==> src/rtl/seq_ctrl_pkg.sv <==
// seq_ctrl_pkg: shared types for the transaction sequencer.
// Holds the FSM state encoding, the status bundle and the watchdog width helper.
package seq_ctrl_pkg;

    typedef enum logic [2:0] {
        IDLE     = 3'd0,
        START    = 3'd1,
        WAIT_RDY = 3'd2,
        BUSY     = 3'd3,
        DONE     = 3'd4,
        ABORT    = 3'd5
    } seq_state_e;

    typedef struct packed {
        logic err;
    } seq_status_t;

    // Counter width able to hold TIMEOUT-1; never narrower than one bit.
    function automatic int wdog_width(input int timeout);
        return (timeout <= 2) ? 1 : $clog2(timeout);
    endfunction

endpackage

==> src/rtl/seq_ctrl_wdog.sv <==
// seq_wdog: watchdog counter for the sequencer.
// Ports: clk, rst (async, high), clr (zero the count), en (count up), expired (count == TIMEOUT-1).
module seq_wdog
    import seq_ctrl_pkg::*;
#(
    parameter int TIMEOUT = 16
) (
    input  logic clk,
    input  logic rst,
    input  logic clr,
    input  logic en,
    output logic expired
);

    localparam int W = wdog_width(TIMEOUT);
    localparam logic [W-1:0] LIMIT = W'(TIMEOUT - 1);

    logic [W-1:0] cnt;

    assign expired = (cnt == LIMIT);

    // Holds at the limit so a late event in the expiry cycle still wins.
    always_ff @(posedge clk or posedge rst) begin
        if (rst) begin
            cnt <= '0;
        end else if (clr) begin
            cnt <= '0;
        end else if (en && !expired) begin
            cnt <= cnt + W'(1);
        end
    end

endmodule

==> src/rtl/seq_ctrl.sv <==
// seq_ctrl: sequences one req/ack transaction into start/rdy/endd on a unit,
// aborting with stop on er or (with SEQ_CTRL_WATCHDOG_EN) a watchdog timeout.
// Ports: clk, rst (async, high); enable, req, ack (requester side);
//        start, rdy, endd, er, stop (unit side); status_valid, status_err,
//        interrupt, int_clr, busy, err_cnt (status side).
// Macro SEQ_CTRL_WATCHDOG_EN: adds the watchdog counter and timeout-abort paths.
module seq_ctrl
    import seq_ctrl_pkg::*;
#(
    parameter int TIMEOUT = 16,
    parameter int CNT_W   = 8
) (
    input  logic             clk,
    input  logic             rst,
    input  logic             enable,
    input  logic             req,
    output logic             ack,
    output logic             start,
    input  logic             rdy,
    input  logic             endd,
    input  logic             er,
    output logic             stop,
    output logic             status_valid,
    output logic             status_err,
    output logic             interrupt,
    input  logic             int_clr,
    output logic             busy,
    output logic [CNT_W-1:0] err_cnt
);

    seq_state_e  state;
    seq_state_e  state_nx;
    seq_status_t status_q;
    logic        wd_expired;

`ifdef SEQ_CTRL_WATCHDOG_EN
    logic wd_clr;
    logic wd_en;

    // Count only while waiting in place; a transition leaves the count alone.
    assign wd_clr = (state == START);
    assign wd_en  = ((state == WAIT_RDY) || (state == BUSY))
                 && (state_nx == state);

    seq_wdog #(
        .TIMEOUT(TIMEOUT)
    ) u_wdog (
        .clk    (clk),
        .rst    (rst),
        .clr    (wd_clr),
        .en     (wd_en),
        .expired(wd_expired)
    );
`else
    logic [31:0] unused_timeout;

    assign unused_timeout = TIMEOUT;
    assign wd_expired     = 1'b0;
`endif

    always_ff @(posedge clk or posedge rst) begin
        if (rst) begin
            state <= IDLE;
        end else begin
            state <= state_nx;
        end
    end

    always_comb begin
        state_nx = state;
        case (state)
            IDLE: begin
                if (enable && req) begin
                    state_nx = START;
                end
            end
            START: begin
                state_nx = WAIT_RDY;
            end
            WAIT_RDY: begin
                if (er) begin
                    state_nx = ABORT;
                end else if (rdy) begin
                    state_nx = BUSY;
                end else if (wd_expired) begin
                    state_nx = ABORT;
                end
            end
            BUSY: begin
                if (er) begin
                    state_nx = ABORT;
                end else if (endd) begin
                    state_nx = DONE;
                end else if (wd_expired) begin
                    state_nx = ABORT;
                end
            end
            DONE:    state_nx = IDLE;
            ABORT:   state_nx = IDLE;
            default: state_nx = IDLE;
        endcase
    end

    // Outputs are decoded from the next state into flops so they line up
    // with the state they belong to without any combinational path out.
    always_ff @(posedge clk or posedge rst) begin
        if (rst) begin
            start        <= 1'b0;
            stop         <= 1'b0;
            ack          <= 1'b0;
            status_valid <= 1'b0;
            status_q     <= '0;
            busy         <= 1'b0;
        end else begin
            start        <= (state_nx == START);
            stop         <= (state_nx == ABORT);
            ack          <= (state_nx == DONE) || (state_nx == ABORT);
            status_valid <= (state_nx == DONE) || (state_nx == ABORT);
            status_q.err <= (state_nx == ABORT);
            busy         <= (state_nx != IDLE);
        end
    end

    assign status_err = status_q.err;

    // Setting on abort takes precedence over a same-cycle clear.
    always_ff @(posedge clk or posedge rst) begin
        if (rst) begin
            interrupt <= 1'b0;
        end else if (state_nx == ABORT) begin
            interrupt <= 1'b1;
        end else if (int_clr) begin
            interrupt <= 1'b0;
        end
    end

    always_ff @(posedge clk or posedge rst) begin
        if (rst) begin
            err_cnt <= '0;
        end else if ((state_nx == ABORT) && (err_cnt != '1)) begin
            err_cnt <= err_cnt + CNT_W'(1);
        end
    end

endmodule

==> config.mk <==
export PLATFORM = sky130hd
export DESIGN_NAME = seq_ctrl
export DESIGN_NICKNAME = d
export VERILOG_FILES = /design/src/rtl/seq_ctrl_pkg.sv /design/src/rtl/seq_ctrl_wdog.sv /design/src/rtl/seq_ctrl.sv
export SDC_FILE = /design/constraint.sdc
export NUM_CORES = 1
export LEC_CHECK = 0
export CORE_UTILIZATION = 40
export CTS_CLUSTER_SIZE = 40
export DETAILED_ROUTE_END_ITERATION = 12
export GPL_TIMING_DRIVEN = 1
export PLACE_DENSITY_LB_ADDON = 0.05
export SYNTH_ARGS = -nofsm -noshare
export SYNTH_HDL_FRONTEND = slang
export SYNTH_HIERARCHICAL = 1
export SYNTH_SLANG_ARGS = --single-unit
==> constraint.sdc <==
create_clock -name clk -period 4.4 [get_ports clk]
set_input_delay 1.1 -clock clk [delete_from_list [all_inputs] [get_ports clk]]
set_output_delay 1.1 -clock clk [all_outputs]
set_load 0.02 [all_outputs]
# [Yosys cells after proc, flatten, opt, wreduce, memory -nomap -nowiden]
# Cells that the tools add are included.
[totals] reg_bits=16 in_bits=8 output_inout_bits=15 wordCells=29
[op_classes] eq_ne=7 n_addsub=1 n_reduce_logical=6 muxes=8
[ops] cell="two-way mux 3 bit" n=5
[ops] cell="one-hot mux 3 bit (4 select lines)" n=1
[ops] cell="adder 8 x 1 -> 8 bit (second input constant)" n=1
[ops] cell="inequality test 8 bit (second input constant)" n=1
[ops] cell="== test 3 x 1 -> 1 bit (second input constant)" n=2
[ops] cell="== test 3 x 2 -> 1 bit (second input constant)" n=2
[ops] cell="== test 3 bit (second input constant)" n=2
[ops] cell="zero test 3 bit" n=1
[ops] cell="nonzero test 3 bit" n=1
[ops] cell="logical AND 1 bit" n=2
[ops] cell="two-way mux 1 bit" n=2
[ops] cell="nonzero test 2 bit" n=1
[ops] cell="logical OR 1 bit" n=1

# [Longest topological paths before layout]
[logic_depth] depth_word=5 depth_mapped=6

# [Least setup slack after synthesis]
# OpenSTA, ideal clock, no wires.
[synth_path] path_kind="input to register" from="input port endd" to="register err_cnt[1]" stages=4 slack_ns=2.196 setup_ns=0.127 arrival_time_ns=2.077 path_cell_list="a21oi_1 -> nand2b_1 -> a311oi_4 -> mux2_1"
[synth_via] elab_chain_cells=5
[synth_lines] element="from (decl)" line_no="seq_ctrl.sv:20" text="input logic endd,"
[synth_lines] element="two-way mux 3 bit" line_no="seq_ctrl.sv:92" text="end else if (endd) begin"
[synth_lines] element="two-way mux 3 bit" line_no="seq_ctrl.sv:90" text="if (er) begin"
[synth_lines] element="one-hot mux 3 bit (4 select lines)" line_no="seq_ctrl.sv:71" text="case (state)"
[synth_lines] element="== test 3 bit" line_no="seq_ctrl.sv:140" text="end else if ((state_nx == ABORT) && (err_cnt != '1)) begin"
[synth_lines] element="logical AND 1 bit" line_no="seq_ctrl.sv:140"
[synth_lines] element="to (signal assigned)" line_no="seq_ctrl.sv:141" text="err_cnt <= err_cnt + CNT_W'(1);"
[synth_lines] element="to (decl)" line_no="seq_ctrl.sv:28" text="output logic [CNT_W-1:0] err_cnt"
# No other way between the ends.
# A chain may end at the register's enable or synchronous reset.

# [Worst setup path in the final report]
[layout_path] from="input port er" to="register err_cnt[1]"
[layout_via] elab_chain_cells=4
[layout_lines] element="from (decl)" line_no="seq_ctrl.sv:21" text="input logic er,"
[layout_lines] element="two-way mux 3 bit, on equally long branches" line_no="seq_ctrl.sv:90, seq_ctrl.sv:81"
[layout_lines] element="one-hot mux 3 bit (4 select lines) *" line_no="seq_ctrl.sv:71"
[layout_lines] element="== test 3 bit *" line_no="seq_ctrl.sv:140"
[layout_lines] element="logical AND 1 bit *" line_no="seq_ctrl.sv:140"
# Mark *: on every way between the ends. The rest lies on a longest branch, timed or not.

==> summary.md <==
| Metric | Value |
|---|---|
| Synth top area cells | dfrtp_1, xnor2_1, a311oi_4 |
| CTS max path bufs | 2 |
| Synthesized area per cell | 11.90 um^2 |
| FF/Latch Area | 400.4 um^2 |
| Layout Nets | 93 |
| Postcts setup bufs | 0 |
| Most used DFF post-synth | dfrtp_1 |
| Crit path kind | input pin to register |
| R2r setup slk | 2.50 ns |
| EDFF count, synth | 0 |
| Residual DRC | 0 |
| Max-slew violations | 0 |
| Largest net degree at the start of global routing | 17 |
| Cell-by-cell trace of the critical path | clkdlybuf4s50_1 > a21oi_1 > nand2b_1 > a311oi_4 > mux2_1 |
| Cell taking the most area after synthesis | dfrtp_1 |
| Share of the synthesized area in the top cell type | 0.5704 |
| Antenna-violating nets left | 0 |
| Synth warnings | 6 |
| GP Congestion | 0.8300 |
| Fillers | 142 |
| CTS H-tree depth | 1 |
| Post-route setup TNS | 0 ns |
| Max-capacitance violation count | 0 |
| Die H | 43.89 um |
| Effective utilization at floorplan | 0.4452 |
| Tmin final | 2.499 ns |
| Die area | 1926 um^2 |
| Flops & latches, synth | 16 |
| Pre-CTS setup slack | 1.591 ns |
| HP Class | register to register |
| Finished Core Util | 0.6111 |
| First-pass GRT wire length | 1807 um |
| Cell Area, Synth | 701.9 um^2 |
| Sink Count | 16 |
| Clock slew at reported path FFs | 0.09 ns |
| RSZ-0062 raised after global routing | no |
| R2r endpoint | err_cnt[1] |
| HPWL Detailed | 892.8 um |
| Status | finished clean |
| Power Density | 538.0 nW/um^2 |
| Worst relative slew slack | 0.6002 |
| Leak | 0.4485 nW |
| Arr. time, crit path | 2.68 ns |
| Final period util | 0.5679 |
| CP delay by family, top | compound AO/OA/AOI/OAI gates |
| Hold buffer count at cts | 0 |
| Crit path required time | 4.58 ns |
| WL final | 1171 um |
| VDD IR max | 0.3240 mV |
| Worst Clk Skew | 0.005150 ns |
| Async SR Flop Fraction | 1.000 |
| Inserted Clock Buffers | 3 |
| Via density | 4.919 |
| Final worst slack | 1.901 ns |
| Initial antenna violation count | 0 |
| Gr usage total | 0.1383 |
| Achievable Freq | 400.2 MHz |
| DRT Pass-1 Iters | 6 |
| Hold violation total from the final report | 0 |
| Antenna Cells | 0 |
| Top cells by count, synth | dfrtp_1, inv_1, xnor2_1 |
| Critical-path top delay cell | clkdlybuf4s50_1 |
| R2R cell count | 5 |
| Reg-to-Reg Start | err_cnt[0] |
| Layout cell share with drive strength beyond 1 | 0.09639 |
| Rows | 14 |
| Vias in the first global route | 410 |
| Clock root buffer | clkbuf_4 |
| CTS resizes | 0 |
| Crit path launch | er |
| Setup violators final | 0 |
| Multi-input logic area | 267.8 um^2 |
| Worst Max-Slew Pin Slew | 0.5991 ns |
| Instance count on the critical path | 5 |
| Max stage delay on crit path | 0.50 ns |
| CP Launch Type | input pin |
| First DRT Iteration DRCs | 10 |
| Distinct cells, synth | 24 |
| Sequential-to-total area share from yosys stat | 0.5704 |
| Clk_lat worst skew | 0.29 ns |
| Grt total ovfl | 0 |
| DR WL/cell | 11.83 um |
| CP max FO | 7 |
| Crit end category | register |
| CTS tree | yes |
| Mapped Nets | 68 |
| Top-Level Pins | 23 |
| Die Wd | 43.89 um |
| DR vias | 487 |
| Worst setup path end | err_cnt[1] |
| Syn-to-layout area delta | 37.25% |
| Hold Crit Depth | 1 |
| CORE AREA | 1577 um^2 |
| Port bufs | 22 |
| Most numerous cell in the Yosys netlist | dfrtp_1 |
| Worst Path Buf+Inv | 1 |
| Cells after Synth | 59 |
## flip-flops by register name, indices dropped and copies added, names as in the netlist
signal / count
interrupt: 1
status_err: 1
start: 1
err_cnt: 8
status_valid: 1
state: 3
busy: 1
## metrics by stage
step / cell area, um^2 / power, W / std cells / hold slack, ns
4_1_cts: 963.4 / 0.0005256 / 99 / 0.4894
5_1_grt: 963.4 / 0.0005485 / 99 / 0.5166
2_1_floorplan: 701.9 / 0.0003419 / 59 / 0.4419
3_5_place_dp: 927.1 / 0.0004282 / 95 / 0.4750
3_3_place_gp: 927.1 / 0.0004270 / 95 / 0.4725
6_report: 963.4 / 0.0005183 / 99 / 0.4888
## per-layer routing
metal | routed length (um) | up-vias | track usage
met1 | 561 | 225 | 0.1813
met4 | 18 | 0 | 0.09091
met2 | 518 | 13 | 0.1761
met3 | 73 | 2 | 0.07083
li1 | - | 247 | -
met5 | 0 | - | 0
## cells by family after synthesis
logic type,Yosys count,share of synthesized area
simple gates,21,0.1747
flops,16,0.5704
buf+inv,7,0.04812
xor+xnor,6,0.07487
compound gates,5,0.06773
mux,3,0.04634
fa+ha+maj,1,0.01782
## layout make-up
type,count,area share
inverter,5,0.01948
tap,16,0.02078
timing repair buffer,22,0.2286
clock buffer,4,0.03766
multi-input combinational,36,0.2779
sequential,16,0.4156
## report_power, final
| part | leakage [nW] | total [W] | internal, W | switching (W) |
|---|---|---|---|---|
| Combinational | 0.216 | 0.000204 | 0.000101 | 0.000103 |
| Clock | 0.0210 | 0.0000952 | 0.0000504 | 0.0000448 |
| Sequential | 0.211 | 0.000219 | 0.000187 | 0.0000321 |
## cell usage in the layout (no fill, tap or decap), types with 2 or more instances in the layout
cell / n
inv_1: 5
and3_1: 4
nand4_1: 4
nand2_1: 3
clkdlybuf4s50_1: 22
xnor2_1: 5
clkbuf_4: 3
nor2_1: 3
dfrtp_1: 16
nand2b_1: 2
## worst min path at each step
stage	startpoint	to	slack (ns)
2_1_floorplan	state[2]	start	0.44
3_3_place_gp	state[2]	start	0.47
3_5_place_dp	state[2]	start	0.48
4_1_cts	state[2]	start	0.49
5_1_grt	state[2]	start	0.52
6_report	state[2]	start	0.49
Power figures use the tool's default switching activity.
==> RTL edit 1: new RTL, same settings <==
Change the parameter `CNT_W` from 8 to 12.
--- a/src/rtl/seq_ctrl.sv
+++ b/src/rtl/seq_ctrl.sv
@@ -8,7 +8,7 @@
     import seq_ctrl_pkg::*;
 #(
     parameter int TIMEOUT = 16,
-    parameter int CNT_W   = 8
+    parameter int CNT_W   = 12
 ) (
     input  logic             clk,
     input  logic             rst,
Ports: changed (resized err_cnt); port bits go from 23 to 27. No check against the original RTL was run, so the function may have changed too.
==> RTL edit 1 against the original RTL <==
- final area increased by 26%
- worst setup slack got worse by 0.036 ns
- sequential power is 35% higher
- area after synthesis increased by 30%
- global-route usage increased by 0.93 points
- hold slack improved by 0.034 ns
- final cell count rose by 40%
- via count rose by 45%
- sequential cell count increased by 4
- total power rose by 22%
- clock skew down 0.0034 ns
- routed wire length grew 36%
- maximum frequency shrank 1.4%
- largest cell class unchanged
==> RTL edit 1: results (changes against the original RTL) <==
| Metric | Value |
|---|---|
| Post_cts resized | 0 (unchanged) |
| Synth Net Count | 94 (was 68) |
| FF-to-FF setup slack | 2.66 ns (was 2.50 ns) |
| Post-DR vias/cell | 5.086 (was 4.919) |
| Worst-path clk slew | 0.10 ns |
| Hold Startpoint | err_cnt[9] (was state[2]) |
| Slew at the pin closest to its max-slew limit | 0.7496 ns (was 0.5991 ns) |
| Biggest registers after layout | err_cnt x12, state x3 (was err_cnt x8, state x3) |
| Drt total wl | 1592 µm (was 1171 µm) |
| Hpwl dp | 1225 µm (was 892.8 µm) |
| Maximum VDD drop | 0.3668 mV (was 0.3240 mV) |
| Reg-to-reg endpoint | err_cnt[11] (was err_cnt[1]) |
| CTS Buf Count | 3 (unchanged) |
| Warnings, synthesis | 6 (unchanged) |
| Endpoint of the worst hold path | err_cnt[9] (was start) |
| Post-Synth XOR/XNOR Area | 4.814% (was 7.487%) |
| Hold slack | 0.5231 ns (was 0.4888 ns) |
| Synth Area in Compound Gates | 5.777% (was 6.774%) |
| Clock skew | 0.001728 ns (was 0.005150 ns) |
| CP max-delay cell | clkdlybuf4s50_1 (unchanged) |
| Final nets | 123 (was 93) |
| Detailed-router iteration count before antenna repair | 4 (was 6) |
| Layout cell share with drive strength beyond 1 | 9.821% (was 9.639%) |
| Synth cell count leaders | 20 x dfrtp_1, 7 x nor2_1, 6 x inv_1, 6 x nand2_1 (was 16 x dfrtp_1, 5 x inv_1, 5 x xnor2_1, 4 x and3_1, 4 x nand4_1) |
| Reg2reg path depth | 4 (was 5) |
| Initial antenna violation count | 0 (unchanged) |
| Global-route usage over all layers | 14.75% (was 13.83%) |
| Crit path DAT | 2.72 ns (was 2.68 ns) |
| Status | complete, no violations (unchanged) |
| Worst reg2reg startpoint | state[2] (was err_cnt[0]) |
| Vias in the first global route | 649 (was 410) |
| Count of input and output buffers | 26 (was 22) |
| CP peak stage delay | 0.54 ns (was 0.50 ns) |
| Pleak | 0.5305 nW (was 0.4485 nW) |
| Mux share of post-synthesis cell area | 6.052% (was 4.635%) |
| Later-pin clock latency in the skew report | 0.29 ns (about the same) |
| Instance area after placement | 1189 µm² (was 927.1 µm²) |
| Top cells by area, synth | dfrtp_1 55%, mux2_2 5.0%, xor2_1 3.9% (was dfrtp_1 57%, xnor2_1 6.2%, a311oi_4 3.7%) |
| Distinct cell type count after synthesis | 25 (was 24) |
| Dpl ws | 1.544 ns (was 1.591 ns) |
| Crit path max fanout | 8 (was 7) |
| Pin count of the biggest net entering global routing | 21 (was 17) |
| Seq/Total Area, Yosys | 55.02% (was 57.04%) |
| Post-CTS Setup Bufs | 0 (unchanged) |
| Wire length of the first global-routing pass | 2732 µm (was 1807 µm) |
| Final Non-Filler Cells | 139 (was 99) |
| Adder-cell share of the synthesized area | 1.376% (was 1.783%) |
| Placer Congestion | 0.8205 (was 0.8300) |
| Initial DRC Count | 3 (was 10) |
| Post-Syn Instances | 85 (was 59) |
## RTL edit 1: changes by cell type after synthesis, moves of 4 or more
cell     before  now
xnor2_1       5    1
nor2_1        3    7
and3_1        4    0
a21oi_1       1    5
dfrtp_1      16   20
nor3_1        0    5
## RTL edit 1: power by group
part	total [mW]	internal [mW]	switching [mW]
Combinational	0.254	0.130	0.124
Clock	0.0824	0.0318	0.0506
Sequential	0.295	0.236	0.0594
## RTL edit 1: kinds of logic (layout without fill, tap and decap cells)
| group | Yosys count | count (layout) |
|---|---|---|
| flip-flops | 20 | 20 |
| buffers and inverters | 8 | 35 |
| XOR/XNOR | 5 | 5 |
| multiplexers | 5 | 5 |
| AND/OR/NAND/NOR | 36 | 36 |
| AO/OA/AOI/OAI | 10 | 10 |
| adder cells (fa/ha/maj) | 1 | 1 |
## RTL edit 1: worst max-delay path by stage
stage                     start     endpoint  slack, ns
after floorplan              er  err_cnt[11]       2.19
after global placement       er  err_cnt[11]       1.58
after detailed placement     er  err_cnt[11]       1.54
after CTS                    er  err_cnt[11]       1.87
after global routing         er  err_cnt[11]       1.82
final                        er  err_cnt[11]       1.87
## RTL edit 1: critical path, delay by kind of cell
family	cells	cell delay, ns
buf+inv	1	0.54
mux	1	0.34
simple gates	3	0.74
## RTL edit 1: metal layers
| layer | up-vias | wire (µm) | global-route usage [%] |
|---|---|---|---|
| met5 | - | 0 | 0 |
| met4 | 0 | 13 | 8.571 |
| met3 | 2 | 55 | 1.852 |
| met2 | 17 | 830 | 26.35 |
| met1 | 336 | 693 | 16.63 |
| li1 | 352 | - | - |
## RTL edit 1: area by class of cell
class	instances	area, µm²
fillers	194	830.8
flip-flops and latches	20	500.5
well taps	27	33.78
clock buffers	3	22.52
multi-input cells	57	371.6
inverters	6	22.52
repair buffers	26	260.3
==> RTL edit 2: new RTL, same flow settings <==
Made on the original files. Encoding of `seq_state_e`: now one-hot (6 bits for 6 states).
--- a/src/rtl/seq_ctrl_pkg.sv
+++ b/src/rtl/seq_ctrl_pkg.sv
@@ -2,13 +2,13 @@
 // Holds the FSM state encoding, the status bundle and the watchdog width helper.
 package seq_ctrl_pkg;
 
-    typedef enum logic [2:0] {
-        IDLE     = 3'd0,
-        START    = 3'd1,
-        WAIT_RDY = 3'd2,
-        BUSY     = 3'd3,
-        DONE     = 3'd4,
-        ABORT    = 3'd5
+    typedef enum logic [5:0] {
+        IDLE     = 6'b000001,
+        START    = 6'b000010,
+        WAIT_RDY = 6'b000100,
+        BUSY     = 6'b001000,
+        DONE     = 6'b010000,
+        ABORT    = 6'b100000
     } seq_state_e;
 
     typedef struct packed {
Behaviour: same outputs for any inputs over 10 cycles, from zero or initial values and one cycle with rst high; not proved beyond that.
==> RTL edit 2 against the original RTL <==
- critical endpoint is now err_cnt[3]
- sequential cell count grew 3
- routed wire length grew 39%
- area after synthesis up 26%
- clock skew up 0.0027 ns
- worst setup slack worse by 0.00071 ns
- clock power shrank 9.3%
- total power down 7.8%
- final area is 18% higher
==> RTL edit 2: results (changes against the original RTL) <==
| Metric | Value |
|---|---|
| Worst-path clk slew | 0.11 ns (was 0.09 ns) |
| Synth cell count leaders | 18 x dfrtp_1, 6 x nand2_1, 5 x inv_1, 5 x nand3_1, 5 x xnor2_1 (was 16 x dfrtp_1, 5 x inv_1, 5 x xnor2_1, 4 x and3_1, 4 x nand4_1) |
| Placed Cells | 125 (was 95) |
| Crit path DAT | 1.40 ns (was 2.68 ns) |
| Vias in the first global route | 617 (was 410) |
| Instance area after placement | 1112 µm² (was 927.1 µm²) |
| Drt total wl | 1629 µm (was 1171 µm) |
| Post-DR vias/cell | 5.302 (was 4.919) |
| Pin count of the biggest net entering global routing | 20 (was 17) |
| Routed wire length per instance | 12.63 µm (was 11.83 µm) |
| Status | complete, no violations (unchanged) |
| Top cells by area, synth | dfrtp_1 51%, xnor2_1 5.0%, dfstp_2 3.0% (was dfrtp_1 57%, xnor2_1 6.2%, a311oi_4 3.7%) |
| Layout cell share with drive strength beyond 1 | 6.863% (was 9.639%) |
| FF-to-FF setup slack | 2.26 ns (was 2.50 ns) |
| Crit. Startpoint | err_cnt[3] (was er) |
| Crit path capture | err_cnt[3] (was err_cnt[1]) |
| Global-route usage over all layers | 16.24% (was 13.83%) |
| Clock skew | 0.007858 ns (was 0.005150 ns) |
| Crit path max-delay family | buffers and inverters (was compound AO/OA/AOI/OAI gates) |
| Wire length of the first global-routing pass | 2904 µm (was 1807 µm) |
| Seq/Total Area, Yosys | 54.04% (was 57.04%) |
| Fill count | 190 (was 142) |
| Reg2reg path depth | 4 (was 5) |
| Synth Net Count | 89 (was 68) |
| Maximum VDD drop | 0.3339 mV (was 0.3240 mV) |
| Placer Congestion | 0.7538 (was 0.8300) |
| CP peak stage delay | 0.64 ns (was 0.50 ns) |
| Biggest registers after layout | err_cnt x8, state x6 (was err_cnt x8, state x3) |
| Layout overhead on the synthesized area | 29.08% (was 37.25%) |
| Distinct cell type count after synthesis | 30 (was 24) |
| Final nets | 112 (was 93) |
-- RTL edit 2: per-layer routing --
layer / wire, µm / up-vias / track usage, %
met1: 859 / 330 / 23.34
met3: 79 / 2 / 3.427
li1: - / 333 / -
met4: 14 / 0 / 10.29
met5: 0 / - / 0
met2: 675 / 19 / 21.99
-- RTL edit 2: how the worst min path moves through the flow --
stage,start,endpoint,slack [ns],cells past startpoint
2_1_floorplan,state[4],state[2],0.50,2
4_1_cts,interrupt,interrupt,0.50,1
6_report,interrupt,interrupt,0.49,1
5_1_grt,interrupt,interrupt,0.53,1
3_3_place_gp,interrupt,interrupt,0.48,1
3_5_place_dp,interrupt,interrupt,0.47,1
-- RTL edit 2: power breakdown --
part / switching, mW / internal, mW / total (mW)
clock: 0.0511 / 0.0352 / 0.0863
sequential: 0.0226 / 0.205 / 0.228
combinational: 0.0848 / 0.0785 / 0.163
-- RTL edit 2: area by class of cell --
type,instances,area share (%)
sequential,19,41.87
multi-input combinational,52,31.87
timing repair buffer,22,19.34
tap,27,2.967
clock buffer,4,2.308
inverter,5,1.648
-- RTL edit 2: logic make-up after synthesis --
| logic type | after synthesis | synth area share (%) |
|---|---|---|
| mux | 1 | 1.702 |
| buf+inv | 9 | 4.821 |
| compound gates | 10 | 8.227 |
| xor+xnor | 6 | 5.957 |
| simple gates | 34 | 23.83 |
| fa+ha+maj | 1 | 1.418 |
| flops | 19 | 54.04 |
-- RTL edit 2: worst reg2reg max path: stages (launching register included) --
cell and delay (ns):
dfrtp_1 0.44, or4_1 0.70, nor3b_4 0.40, o21a_4 0.20, mux2_4 0.29
-- RTL edit 2: stage by stage --
step | setup slack (ns) | hold slack (ns)
5_1_grt | 1.818 | 0.5324
6_report | 1.901 | 0.4947
4_1_cts | 1.911 | 0.4982
2_1_floorplan | 2.435 | 0.5006
3_3_place_gp | 1.746 | 0.4761
3_5_place_dp | 1.730 | 0.4738
